[src/rtl/limber_gnrl_skidbuf.sv]
// Two-entry skid buffer (main + skid register); registered i_rdy/o_vld; optional stall counter via LIMBER_GNRL_SKIDBUF_STALL_CNT_EN.
// Latency 1 cycle when empty; full throughput with o_rdy high; i_rdy drops only when both registers hold data.
// Backpressure: o_rdy low holds o_vld/o_dat stable, and the skid register absorbs one extra word before i_rdy deasserts.
module limber_gnrl_skidbuf #(
   parameter int DW = 8
) (
   input  logic          clk,
   input  logic          rst,
   input  logic          i_vld,
   output logic          i_rdy,
   input  logic [DW-1:0] i_dat,
   output logic          o_vld,
   input  logic          o_rdy,
   output logic [DW-1:0] o_dat
`ifdef LIMBER_GNRL_SKIDBUF_STALL_CNT_EN
   ,
   output logic [15:0]   stall_cnt
`endif
);

   typedef enum logic [1:0] {
      ST_EMPTY = 2'd0,
      ST_BUSY  = 2'd1,
      ST_FULL  = 2'd2
   } state_t;

   state_t        state_q;
   state_t        state_nxt;
   logic [DW-1:0] main_q;
   logic [DW-1:0] main_nxt;
   logic [DW-1:0] skid_q;
   logic [DW-1:0] skid_nxt;
   logic          i_rdy_q;
   logic          i_rdy_nxt;
   logic          o_vld_q;
   logic          o_vld_nxt;
   logic          in_hs;
   logic          out_hs;

   assign in_hs  = i_vld & i_rdy_q;
   assign out_hs = o_vld_q & o_rdy;

   // Handshake flags are registered alongside the state so neither ready nor valid has a comb path.
   always_ff @(posedge clk) begin
      if (rst) begin
         state_q <= ST_EMPTY;
         main_q  <= '0;
         skid_q  <= '0;
         i_rdy_q <= 1'b1;
         o_vld_q <= 1'b0;
      end else begin
         state_q <= state_nxt;
         main_q  <= main_nxt;
         skid_q  <= skid_nxt;
         i_rdy_q <= i_rdy_nxt;
         o_vld_q <= o_vld_nxt;
      end
   end

   always_comb begin
      state_nxt = state_q;
      main_nxt  = main_q;
      skid_nxt  = skid_q;
      case (state_q)
         ST_EMPTY: begin
            if (in_hs) begin
               state_nxt = ST_BUSY;
               main_nxt  = i_dat;
            end
         end
         ST_BUSY: begin
            if (in_hs && out_hs) begin
               main_nxt = i_dat;
            end else if (in_hs) begin
               state_nxt = ST_FULL;
               skid_nxt  = i_dat;
            end else if (out_hs) begin
               state_nxt = ST_EMPTY;
            end
         end
         ST_FULL: begin
            // i_rdy is low here, so only the output side can move.
            if (out_hs) begin
               state_nxt = ST_BUSY;
               main_nxt  = skid_q;
            end
         end
         default: begin
            state_nxt = ST_EMPTY;
         end
      endcase
   end

   always_comb begin
      i_rdy_nxt = (state_nxt != ST_FULL);
      o_vld_nxt = (state_nxt != ST_EMPTY);
   end

   assign i_rdy = i_rdy_q;
   assign o_vld = o_vld_q;
   assign o_dat = main_q;

`ifdef LIMBER_GNRL_SKIDBUF_STALL_CNT_EN
   logic [15:0] stall_cnt_q;

   // Saturating count of cycles where data waits on the downstream.
   always_ff @(posedge clk) begin
      if (rst) begin
         stall_cnt_q <= '0;
      end else if (o_vld_q && !o_rdy && (stall_cnt_q != 16'hFFFF)) begin
         stall_cnt_q <= stall_cnt_q + 16'd1;
      end
   end

   assign stall_cnt = stall_cnt_q;
`endif

endmodule

[config.mk]
export PLATFORM = sky130hd
export DESIGN_NAME = limber_gnrl_skidbuf
export DESIGN_NICKNAME = d
export VERILOG_FILES = /design/src/rtl/limber_gnrl_skidbuf.sv
export SDC_FILE = /design/constraint.sdc
export NUM_CORES = 1
export LEC_CHECK = 0
export CAP_MARGIN = 5
export CORE_ASPECT_RATIO = 0.75
export CORE_MARGIN = 4
export CORE_UTILIZATION = 44
export CTS_BUF_LIST = sky130_fd_sc_hd__clkbuf_16
export DETAILED_ROUTE_END_ITERATION = 10
export GPL_TIMING_DRIVEN = 0
export PLACE_DENSITY = 0.71
export SETUP_SLACK_MARGIN = 0.3
export SYNTH_ARGS = -nofsm -noshare
export SYNTH_HDL_FRONTEND = slang
export SYNTH_SLANG_ARGS = --single-unit
export TNS_END_PERCENT = 50
[constraint.sdc]
create_clock -name clk -period 1.4 [get_ports clk]
set_clock_uncertainty 0.15 [all_clocks]
set_input_delay 0.14 -clock clk [delete_from_list [all_inputs] [get_ports clk]]
set_output_delay 0.14 -clock clk [all_outputs]
set_load 0.005 [all_outputs]
[Word level (Yosys, flattened, before mapping)]
Index checks and enable logic that the tools add are counted.
Storage, ports and cells
  flip-flop bits (word level): 20
  bits of input ports: 12
Operators by class
  equality and inequality tests: 6
  muxes and demuxes: 10
  bitwise operators: 3
  reduce and logical (&&, ||, !) cells: 6
Operators by type and width (number)
  8-bit two-way mux: 3
  8-bit one-hot mux with 3 select lines: 1
  2-bit two-way mux: 5
  2-bit inequality test, second input constant: 4
  2-bit one-hot mux with 3 select lines: 1
  4-bit AND reduction: 1
  3-bit AND reduction: 1
  3-bit nonzero test: 1
  1-bit bitwise AND: 2
  2-bit by 1-bit equality test with 1-bit output, second input constant: 1
  2-bit equality test, second input constant: 1
  2-bit zero test: 1
  2-bit nonzero test: 1
  1-bit logical AND: 1
  1-bit NOT: 1

[Logic depth before layout (Yosys ltp)]
Gate-level depths: netlist (run 1).
  word-level depth: 6
  gate-level depth with buffers: 5
  gate-level depth less buffers: 3

[Worst setup path after synthesis (run 1)]
Ideal clock, no wire load.
  path type: flip-flop to flip-flop
  start point: reg state_q[1]
  end point: reg main_q[2] (netlist: o_dat[2])
  library setup time: 0.134 ns
  data arrival time: 1.105 ns
  required time: 1.116 ns
  slack: 0.010 ns
  cell stages (with the launch flop): 6
  buffers on the path: 2
  period minus slack after synthesis: 1.390 ns
  cell sequence: dfxtp_1 and3b_1 buf_6 buf_6 a211oi_2 a211oi_2
On the way
  longest elaborated chain between the ends: 3
  elaborated cells on any way between the ends: 9
  classes of those cells: 5 x eq/ne; 1 x mux; 3 x reduce/logical
RTL lines
  start: declaration: line 27  | state_t state_q;
  start signal: assignment: line 52  | state_q <= state_nxt;
  2-bit by 1-bit equality test with 1-bit output, or another cell as far along: line 64  | case (state_q)
  2-bit inequality test (no source line) or 3-bit nonzero test (tied branches)
  4-bit AND reduction (no source line)
  end signal: assignment: line 53  | main_q <= main_nxt;
  end: declaration: line 29  | logic [DW-1:0] main_q;
Parallel ways exist; a longest one is shown, timed or not.
A chain may end at the register's enable or synchronous reset.

[Final worst setup path (run 1)]
  start point: reg state_q[0]
  end point: reg main_q[3] (netlist: o_dat[3])
Same word-level chain as after synthesis.

==> out/qor.csv, run 1 <==
metric,value,unit
Finished Cell Area,0.00149,mm²
worst skew pair latency,0.25,ns
# diodes,0,
DR vias/cell,5.83,
Slowest cell on crit path,dfxtp_4,
top cell type's share of synthesized area,40.6,%
final setup fails,1,
port bufs,20,
largest cells by area after synthesis,"dfxtp_1 (41%), a211oi_1 (8.4%), mux2i_1 (8.1%)",
Worst EP required,1.36,ns
largest stage delay on the critical path,0.37,ns
IO Count,22,
cell taking the most area after synthesis,dfxtp_1,
CTS sink count,20,
nets@finish,141,
starting density of the core,47.7,%
Filler cells,161,
worst min path class,in2reg,
Area Overhead vs Synth,51.0,%
post-synthesis cell count,94,
Syn Nets,106,
initial antenna violation count,0,
WP buf/inv,2,
Setup crit end kind,flip-flop,
via count,880,
"Data arrival, critical path",1.37,ns
die area,0.00307,mm²
run status,"finished, violations left",
RSZ-0062 raised after global routing,yes,
maximum VDD drop,0.763,mV
grt ovf,0,
family with the most delay on the worst path,compound AO/OA/AOI/OAI gates,
cell mode on critical path,a211oi_2,
CTS root buffer,clkbuf_16,
CP Class,reg2reg,
CTS tree,built,
"Clk pin slew, worst setup/hold paths",0.05,ns
max-slew violations,0,
cell row count,14,
core box area,0.00207,mm²
Fmax,712,MHz
Mapped Area,986,µm²
DRT Pass-1 Iters,4,
dpl ws,-0.394,ns
pin count of the biggest net entering global routing,11,
post-placement cell area,0.00122,mm²
Slew headroom,61.0,%
Final Hold Fails,0,
crit share post-route,100,%
maxcap violations,0,
cts-stage hold buffer count,0,
crit path cell chain,a21bo_1 > buf_6 > buf_8 > a211oi_2 > a211oi_2,
Multi-input gate area,551,µm²
H-tree depth,1,
Slew @ Worst Pin,0.586,ns
FF+latch area,417,µm²
CTS buffer count,3,
first-pass GRT wire length,4070,µm
vias in the first global route,816,
initial drt markers,31,
Leak Pwr,0.665,nW
Horiz. Die Dim,62.7,µm
Critical Path Fanout Max,7,
Routability Congestion,0.747,
sequential area share after synthesis,40.6,%
final WL,2650,µm
Residual DRC,0,
distinct cell type count after synthesis,27,
antenna violation net count after detailed routing,0,
Final HPWL DP,1630,µm
average wire per standard cell,17.5,µm
startpoint class of the critical path,flip-flop,
Total GRT Usage,17.0,%
synthesized area per cell,10.5,µm²
post-layout min period,1.40,ns
DIE HEIGHT,49.0,µm
share of cells above drive strength 1,36.2,%
Yosys warnings,0,
violated checks,setup timing,
final setup margin,-0.00496,ns
Pwr Density,1180,mW/mm²
Max Root-Sink Buffers,2,
Yosys reg bits,20,
-- placed cells by master (no fill, tap or decap), types with 2 or more instances in the layout --
cell	count
dlymetal6s2s_1	7
o21ai_2	2
a211oi_2	7
a211oi_1	9
mux2i_1	4
buf_8	2
dfxtp_1	15
nand3_1	6
a21oi_1	7
clkdlybuf4s50_1	8
buf_12	3
buf_6	4
dlygate4sd2_1	3
buf_2	2
mux2i_2	4
clkbuf_16	4
a21oi_2	2
buf_4	5
o21ai_1	6
clkbuf_1	2
dfxtp_4	4
nand2_1	3
nand3_2	2
-- synth_stat cells --
master,number
buf_12,1
a221o_1,1
dfxtp_1,20
a21oi_1,8
nand2_1,3
buf_8,1
a21bo_1,1
buf_6,3
a21o_1,1
buf_2,1
clkbuf_1,2
a211oi_1,11
o22ai_4,1
a21oi_2,1
nand2b_2,1
a221oi_1,1
mux2i_1,8
a211oi_2,5
nand3b_1,1
nor3b_1,1
nand3_1,8
nor4bb_1,1
and3b_1,1
and4b_1,1
a21boi_4,1
nand4_1,1
o21ai_0,9
-- area by class of cell --
class	count	share of cell area [%]
plain buffers	8	5.88
well taps	24	2.02
repair buffers	30	22.1
multi-input cells	66	37.0
flip-flops and latches	20	28.0
clock buffers	3	5.04
-- routing by layer --
metal	vias up	wire length [µm]	global-route usage, %
li1	440	-	-
met1	420	1340	22.3
met2	18	1190	27.8
met3	2	101	5.99
met4	0	15	2.20
met5	-	0	0
-- timing repair --
action	in CTS	in global routing
gates cloned	0	2
setup endpoints to repair	30	29
pin swaps	8	5
buffers inserted	8	0
gates resized for setup	24	23
-- where the power goes --
part,switching (mW),internal (mW)
Sequential,0.0416,0.627
Clock,0.192,0.376
Combinational,0.227,0.287
Total,0.461,1.29
-- sequential cells by signal, indices dropped and copies added (netlist names) --
register  count
skid_q        8
o_dat         8
o_vld         1
i_rdy         1
state_q       2
-- stage by stage --
step | cells | hold WS (ns) | util, % | power, mW | setup TNS [ns]
6_report | 151 | 0.175 | 72.0 | 1.75 | -0.00496
5_1_grt | 151 | 0.216 | 72.0 | 1.83 | -0.411
4_1_cts | 149 | 0.173 | 67.4 | 1.71 | 0
3_5_place_dp | 138 | 0.317 | 59.0 | 1.09 | -6.56
3_3_place_gp | 138 | 0.309 | 59.0 | 1.08 | -5.99
2_1_floorplan | 94 | 0.0938 | - | 0.923 | 0
-- path summary, 6_finish.rpt --
path | start | to | slack, ns | cells after the start
worst min-delay path | rst | o_vld | 0.18 | 2
worst min register to register | skid_q[3] | skid_q[3] | 0.31 | 2
worst max-delay path | state_q[0] | o_dat[3] | -0.005 | 5
worst max register to register | state_q[0] | o_dat[3] | -0.005 | 5
-- kinds of logic (layout without fill, tap and decap cells) --
group	after synthesis	after routing	synth area share (%)
flip-flops	20	20	40.6
AO/OA/AOI/OAI	40	40	31.9
multiplexers	8	8	8.12
buffers and inverters	8	41	8.25
AND/OR/NAND/NOR	18	18	11.2
Power figures use the tool's default switching activity.
==> inputs of run 2 (changes only) <==
- ABC_CLOCK_PERIOD_IN_PS: not set -> 1400
==> results of run 2 <==
Same layout as run 1: the final DEF is identical, and so are final timing and power.
